<file path="src/rtl/async_fifo_pkg.sv">
// Shared types for the async FIFO and its read-side
// stream adapter.
package async_fifo_pkg;

  typedef enum logic [1:0] {
    OB_EMPTY = 2'd0,
    OB_ONE   = 2'd1,
    OB_FULL  = 2'd2
  } ob_state_e;

  localparam int unsigned OB_DEPTH = 2;

endpackage

</file>
<file path="src/rtl/fifo_rd_stream.sv">
// Registered valid/ready master fed from the FIFO pop port.
// Two-slot skid buffer keeps m_ready off the rinc path.
module fifo_rd_stream
  import async_fifo_pkg::*;
#(
  parameter int DSIZE = 8
) (
  input  logic             rclk,
  input  logic             rrst_n,
  input  logic             rempty,
  input  logic [DSIZE-1:0] rdata,
  output logic             rinc,
  output logic [DSIZE-1:0] m_data,
  output logic             m_valid,
  input  logic             m_ready,
  output logic [1:0]       ocnt
);

  ob_state_e        state_q, state_d;
  logic             wsel_q, wsel_d;
  logic             rsel_q, rsel_d;
  logic [DSIZE-1:0] slot_q [OB_DEPTH];
  logic [DSIZE-1:0] slot_d [OB_DEPTH];
  logic             push;
  logic             drain;

  assign rinc    = !rempty && (state_q != OB_FULL);
  assign m_valid = (state_q != OB_EMPTY);
  assign m_data  = slot_q[rsel_q];
  assign ocnt    = state_q;

  assign push  = rinc;
  assign drain = m_valid && m_ready;

  always_comb begin
    state_d = state_q;
    wsel_d  = wsel_q;
    rsel_d  = rsel_q;
    slot_d  = slot_q;
    if (push) begin
      slot_d[wsel_q] = rdata;
      wsel_d         = !wsel_q;
    end
    if (drain) begin
      rsel_d = !rsel_q;
    end
    unique case (state_q)
      OB_EMPTY: begin
        if (push) state_d = OB_ONE;
      end
      OB_ONE: begin
        unique case (1'b1)
          push && !drain: state_d = OB_FULL;
          !push && drain: state_d = OB_EMPTY;
          default:        state_d = OB_ONE;
        endcase
      end
      OB_FULL: begin
        if (drain) state_d = OB_ONE;
      end
      // 2'd3 is unreachable; fall back to empty
      default: state_d = OB_EMPTY;
    endcase
  end

  always_ff @(posedge rclk or negedge rrst_n) begin
    if (!rrst_n) begin
      state_q   <= OB_EMPTY;
      wsel_q    <= 1'b0;
      rsel_q    <= 1'b0;
      slot_q[0] <= '0;
      slot_q[1] <= '0;
    end else begin
      state_q   <= state_d;
      wsel_q    <= wsel_d;
      rsel_q    <= rsel_d;
      slot_q[0] <= slot_d[0];
      slot_q[1] <= slot_d[1];
    end
  end

  a_state_legal: assert property (
    @(posedge rclk) disable iff (!rrst_n)
    ocnt != 2'd3
  );

endmodule

</file>
<file path="config.mk">
export PLATFORM = sky130hd
export DESIGN_NAME = fifo_rd_stream
export DESIGN_NICKNAME = d
export VERILOG_FILES = /design/src/rtl/async_fifo_pkg.sv /design/src/rtl/fifo_rd_stream.sv
export SDC_FILE = /design/constraint.sdc
export NUM_CORES = 1
export LEC_CHECK = 0
export BUFFER_PORTS_ARGS = -buffer_cell sky130_fd_sc_hd__clkbuf_2
export CAP_MARGIN = 10
export CORE_MARGIN = 2
export CORE_UTILIZATION = 50
export DETAILED_ROUTE_END_ITERATION = 8
export HOLD_SLACK_MARGIN = 0.1
export PLACE_DENSITY_LB_ADDON = 0.05
export SLEW_MARGIN = 5
export SYNTH_ARGS = -nofsm -noshare
export SYNTH_HDL_FRONTEND = slang
export SYNTH_SLANG_ARGS = --single-unit
export TNS_END_PERCENT = 30
</file>
<file path="constraint.sdc">
create_clock -name rclk -period 2.1 [get_ports rclk]
set_input_delay 0.21 -clock rclk [delete_from_list [all_inputs] [get_ports rclk]]
set_output_delay 0.21 -clock rclk [all_outputs]
set_load 0.01 [all_outputs]
</file>
==> results.py, run 1 <==
metrics = {
    "synth": {
        "synth-seq-area-share": 0.541,
        "synth_nets": 76,
        "ys_seq_elements": 20,
        "netlist.area_leader.share": 0.541,
        "syn-cell-area_um2": 925,
        "ys_types": 17,
        "yosys.cell_count.top_type": "dfrtp_1",
        "ys_top_cells_by_area": "dfrtp_1 54%, mux2_2 19%, mux2_4 13%",
        "synth-main-ff-cell": "dfrtp_1",
        "synthCells": 63,
        "synth-warning-count": 0,
        "synth_common_cells": "20 x dfrtp_1, 16 x mux2_2, 8 x mux2_4, 4 x nand2_1",
        "synth_top_cell_by_area": "dfrtp_1",
        "synth-edff-count": 0,
        "ys_async_sr_fraction": 1.00,
        "avgSynthCellArea_um2": 14.7,
    },
    "timing": {
        "fmax_mhz": 598,
        "hold_violations": 0,
        "setup_viol": 0,
        "timing.hold.ws_ps": 151,
        "setup_ws_ps": 428,
        "rsz0062_at_grt": "false",
        "min_period_ps": 1670,
        "post-route-period-util": 0.796,
        "fin_setup_tns_ps": 0,
        "relSlewSlack": 0.661,
        "fin_skew_ps": 2.71,
        "slew_violations": 0,
        "worst_pin_slew_ps": 508,
    },
    "critical_path": {
        "crit_path_end_kind": "flip-flop",
        "r2r_cells": 3,
        "cpLargestDelayFamily": "simple AND/OR/NAND/NOR gates",
        "rrSetupSlack_ps": 430,
        "cp_max_fo": 9,
        "critical_path_class": "flip-flop to flip-flop",
        "r2r-end": "slot_q[10]$_DFFE_PN0P_",
        "critPathRequiredTime_ps": 2290,
        "r2r-start": "ocnt[1]$_DFFE_PN0P_",
        "max_stage_delay_ps": 550,
        "worstPathArrival_ps": 1860,
        "crit_buf_inv": 0,
        "startpoint_type": "flip-flop",
        "path_cells": "nor2b_2, or3_1, mux2_4",
        "slowest_stage": "or3_1",
    },
    "final_layout": {
        "drive_above_1_share": 0.607,
        "area_growth_pct": 19.2,
        "nFillCells": 148,
        "diodes": 0,
        "instances_no_fill": 114,
        "fin_nets": 103,
    },
    "cts": {
        "cts-root-buf": "clkbuf_4",
        "cts_tree": "yes",
        "numCtsBuffers": 3,
        "postCtsHoldBufs": 1,
        "cts_sinks": 20,
        "clk_latency_ps": 290,
        "cts_htree_levels": 1,
        "postCtsSetupRepairBufs": 0,
        "path_clk_slew_ps": 110,
        "ctsResizeCount": 0,
        "cts_buffer_depth": 2,
    },
    "hold_path": {
        "min_to": "ocnt[1]$_DFFE_PN0P_",
        "min_from": "m_ready",
        "hold_class": "input pin to flip-flop",
        "worstHoldPathCells": 2,
    },
    "global_routing": {
        "track_usage": 0.169,
        "globalRouteOverflowTotal": 0,
        "grt_antenna_before_repair": 0,
        "grt_pass1_vias": 558,
        "grt_pass1_wl_um": 2510,
        "grt_max_degree": 21,
    },
    "placed_design": {
        "place_congestion": 0.691,
        "pre_cts_ws_ps": 444,
        "placed_cells": 109,
        "port_buffers": 23,
    },
    "run_status": {
        "outcome": "completed",
    },
    "pwr": {
        "cellPowerDensity_nw_per_um2": 1590,
        "ir_drop_uv": 1120,
        "p_leak_nw": 0.534,
        "power_w": 0.00175,
    },
    "detailed_routing": {
        "wirelength_met1_um": 706,
        "routed_wl_um": 1560,
        "met3_length_um": 62,
        "via_count": 572,
        "highest_layer": "met4",
        "vias_per_cell": 5.02,
        "drt_iter0_markers": 3,
        "ant_nets": 0,
        "route.met2.wl_um": 756,
        "drc_errors": 0,
        "wire_per_inst_um": 13.6,
        "drt-pass1-iter-count": 2,
    },
    "die": {
        "die-area_um2": 2210,
        "die_y_um": 47.0,
        "start_util": 0.536,
        "die_w_um": 47.0,
        "io_pins": 24,
        "core-area_um2": 1730,
        "num_rows": 15,
    },
    "flow_run": {
        "timing.max_cap.violations": 0,
    },
}
logic make-up after synthesis:
group,after synthesis,share of synthesized area
xor+xnor,1,0.00947
flops,20,0.541
fa+ha+maj,1,0.0135
buf+inv,3,0.0203
simple gates,10,0.0677
mux,24,0.325
compound gates,4,0.0230
stage by stage:
| step | area, um2 | util |
|---|---|---|
| floorplan | 925 | - |
| global placement | 1060 | 0.612 |
| detailed placement | 1060 | 0.612 |
| CTS | 1100 | 0.638 |
| global route | 1100 | 0.638 |
| finish | 1100 | 0.638 |
worst max path at each step:
stage | startpoint | slack [ps] | cells past startpoint | end
after floorplan | ocnt[1]$_DFFE_PN0P_ | 600 | 4 | slot_q[10]$_DFFE_PN0P_
after global placement | ocnt[1]$_DFFE_PN0P_ | 480 | 3 | slot_q[10]$_DFFE_PN0P_
after detailed placement | ocnt[1]$_DFFE_PN0P_ | 440 | 3 | slot_q[10]$_DFFE_PN0P_
after CTS | rsel_q$_DFFE_PN0P_ | 430 | 2 | m_data[0]
after global routing | ocnt[1]$_DFFE_PN0P_ | 330 | 3 | slot_q[10]$_DFFE_PN0P_
final | ocnt[1]$_DFFE_PN0P_ | 430 | 3 | slot_q[10]$_DFFE_PN0P_
cells in the final DEF (no fill, tap or decap), types with 2 or more instances in the layout:
cell,count
o21ai_0,2
clkbuf_4,3
dfrtp_1,20
nor2_1,2
mux2_2,16
mux2_4,8
nand2_1,4
clkbuf_2,23
cell type report:
| type | instances | area, um2 | share of cell area |
|---|---|---|---|
| clock buffer | 4 | 36.3 | 0.0329 |
| inverter | 1 | 3.75 | 0.00341 |
| multi-input combinational | 40 | 405 | 0.368 |
| sequential | 20 | 500 | 0.454 |
| tap | 25 | 31.3 | 0.0284 |
| timing repair buffer | 24 | 125 | 0.114 |
routing by layer:
layer | GRT usage | vias to the layer above
met2 | 0.285 | 13
met5 | 0 | -
li1 | - | 276
met3 | 0.0346 | 4
met4 | 0.0833 | 0
met1 | 0.206 | 279
sequential cells by signal (all words and copies together) (netlist names):
signal  flops
slot_q     16
ocnt        2
wsel_q      1
rsel_q      1
worst reg2reg max path: stages, from the launching register on:
cell	delay (ps)
dfrtp_1	430
nor2b_2	210
or3_1	550
mux2_4	380
power by group:
part           switching, W  total, W  internal (W)
logic              0.000317  0.000807      0.000490
registers          0.000147  0.000729      0.000582
clock network      0.000110  0.000216      0.000106
Power figures use the tool's default switching activity.
==> inputs of run 2 (changes only) <==
==> constraint.sdc (replaced) <==
create_clock -name rclk -period 1.7 [get_ports rclk]
set_input_delay 0.17 -clock rclk [delete_from_list [all_inputs] [get_ports rclk]]
set_output_delay 0.17 -clock rclk [all_outputs]
set_load 0.01 [all_outputs]
==> run 2 against run 1 <==
Compared with the run above:
- core utilization grew 0.80 points
- sequential cell count is the same
- global-route usage grew 1.1 points
- count of clock-buffer cells in the layout shrank 1
- setup slack lost 320 ps
- clock skew is essentially flat
- total power grew 23%
- design area grew 1.2%
- die area is the same
- register-to-register slack lost 290 ps
- sequential share of layout area shrank 0.56 points
- clock power shrank 4%
- critical path type is now flip-flop to output pin
- critical endpoint is now m_data[0]
==> results.py, run 2 (synthesis gave the netlist of run 1 again) <==
metrics = {
    "timing": {
        "relSlewSlack": 0.680,
        "fmax_mhz": 629,
        "timing.hold.ws_ps": 111,
        "worst_pin_slew_ps": 480,
        "slew_violations": 0,
        "post-route-period-util": 0.936,
        "min_period_ps": 1590,
        "hold_violations": 0,
        "setup_viol": 0,
        "fin_skew_ps": 2.93,
        "fin_setup_tns_ps": 0,
        "rsz0062_at_grt": "false",
    },
    "final_layout": {
        "fin_nets": 106,
        "final_common_cell": "clkbuf_2",
        "diodes": 0,
        "final_area_um2": 1120,
        "regMostFlops": "slot_q",
        "drive_above_1_share": 0.626,
        "largest_reg_flops": 16,
        "area_growth_pct": 20.7,
        "final_cell_mix": "23 x clkbuf_2, 20 x dfrtp_1, 16 x mux2_2, 8 x mux2_4, 4 x nand2_1",
    },
    "cts": {
        "cts_tree": "yes",
        "numCtsBuffers": 3,
        "cts_htree_levels": 1,
        "cts_sinks": 20,
        "clk_latency_ps": 280,
        "cts-root-buf": "clkbuf_4",
        "cts_buffer_depth": 2,
        "path_clk_slew_ps": 100,
        "postCtsSetupRepairBufs": 0,
    },
    "hold_path": {
        "worstHoldPathCells": 2,
        "hold_class": "input pin to flip-flop",
        "min_to": "ocnt[1]$_DFFE_PN0P_",
        "min_from": "m_ready",
    },
    "detailed_routing": {
        "drt-pass1-iter-count": 2,
        "routed_wl_um": 1550,
        "vias_per_cell": 4.96,
        "wire_per_inst_um": 13.3,
        "ant_nets": 0,
        "drt_iter0_markers": 2,
        "drc_errors": 0,
        "via_count": 575,
    },
    "global_routing": {
        "grt_max_degree": 21,
        "globalRouteOverflowTotal": 0,
        "grt_antenna_before_repair": 0,
        "grt_pass1_wl_um": 2730,
        "track_usage": 0.180,
        "grt_pass1_vias": 620,
    },
    "pwr": {
        "ir_drop_uv": 1090,
        "cellPowerDensity_nw_per_um2": 1920,
        "p_leak_nw": 0.543,
    },
    "flow_run": {
        "timing.max_cap.violations": 0,
    },
    "critical_path": {
        "worstPathArrival_ps": 1420,
        "startpoint_type": "flip-flop",
        "cp_max_fo": 9,
        "r2r-start": "ocnt[1]$_DFFE_PN0P_",
        "critPathRequiredTime_ps": 1530,
        "crit_buf_inv": 1,
        "r2r-end": "slot_q[1]$_DFFE_PN0P_",
        "slowest_stage": "dfrtp_1",
        "max_stage_delay_ps": 610,
        "cpLargestDelayFamily": "flip-flops",
        "critical_path_class": "flip-flop to output pin",
        "crit_path_end_kind": "output pin",
        "rrSetupSlack_ps": 140,
        "path_cells": "mux2_2, clkbuf_2",
        "r2r_cells": 5,
    },
    "die": {
        "start_util": 0.536,
        "die_w_um": 47.0,
        "die-area_um2": 2210,
        "io_pins": 24,
        "die_y_um": 47.0,
        "num_rows": 15,
        "core-area_um2": 1730,
    },
    "placed_design": {
        "place_congestion": 0.708,
        "placed_area_um2": 1080,
        "place_hpwl_um": 1180,
        "port_buffers": 23,
    },
    "run_status": {
        "outcome": "completed",
    },
}
## run 2: cell types whose count changed in the layout (fill, tap and decap cells not counted), sizes merged
| cell | change |
|---|---|
| buf | +3 |
| clkbuf | -1 |
## run 2: repair_timing
action                                  4_1_cts  5_1_grt
hold buffers                                  1        0
endpoints found under the hold margin        20        0
resized for setup                             0        1
endpoints found under the setup margin        0        6
## run 2: area by class of cell
class	instances	area, um2
inverter	1	3.75
fill	146	611
timing repair buffer	27	148
clock buffer	3	22.5
tap	25	31.3
multi-input combinational	40	410
sequential	20	500
## run 2: how the worst max path moves through the flow
stage | from | endpoint | slack [ps] | depth (start not counted)
after floorplan | ocnt[1]$_DFFE_PN0P_ | slot_q[10]$_DFFE_PN0P_ | 200 | 4
after global placement | ocnt[1]$_DFFE_PN0P_ | slot_q[11]$_DFFE_PN0P_ | 130 | 3
after detailed placement | ocnt[1]$_DFFE_PN0P_ | slot_q[13]$_DFFE_PN0P_ | 60 | 3
after CTS | ocnt[1]$_DFFE_PN0P_ | slot_q[13]$_DFFE_PN0P_ | 30 | 3
after global routing | rsel_q$_DFFE_PN0P_ | m_data[0] | 30 | 2
final | rsel_q$_DFFE_PN0P_ | m_data[0] | 110 | 2
## run 2: metrics by stage
stage | total power (W) | util | worst slack (ps) | std cells
after floorplan | 0.00162 | - | 196 | 63
after global placement | 0.00192 | 0.625 | 125 | 112
after detailed placement | 0.00196 | 0.625 | 59.3 | 112
after CTS | 0.00218 | 0.643 | 35.0 | 116
after global routing | 0.00233 | 0.646 | 27.9 | 116
final | 0.00215 | 0.646 | 109 | 116
## run 2: per-layer routing
| metal | GRT usage | vias up | part of all wire |
|---|---|---|---|
| met5 | 0 | - | 0 |
| met1 | 0.230 | 278 | 0.46 |
| met3 | 0.0346 | 2 | 0.032 |
| met2 | 0.304 | 11 | 0.50 |
| li1 | - | 284 | - |
| met4 | 0.0667 | 0 | 0.0078 |
## run 2: power breakdown
group	leakage [nW]	total, W	internal (W)	switching, W
registers	0.237	0.000898	0.000719	0.000179
clock network	0.0138	0.000207	0.0000821	0.000125
logic	0.292	0.00104	0.000641	0.000403
total	0.543	0.00215	0.00144	0.000707
## run 2: worst register-to-register path, stage by stage (launching register included)
cell	delay (ps)
dfrtp_1	430
nor2b_2	180
buf_4	160
nor3b_4	180
buf_4	170
mux2_2	330
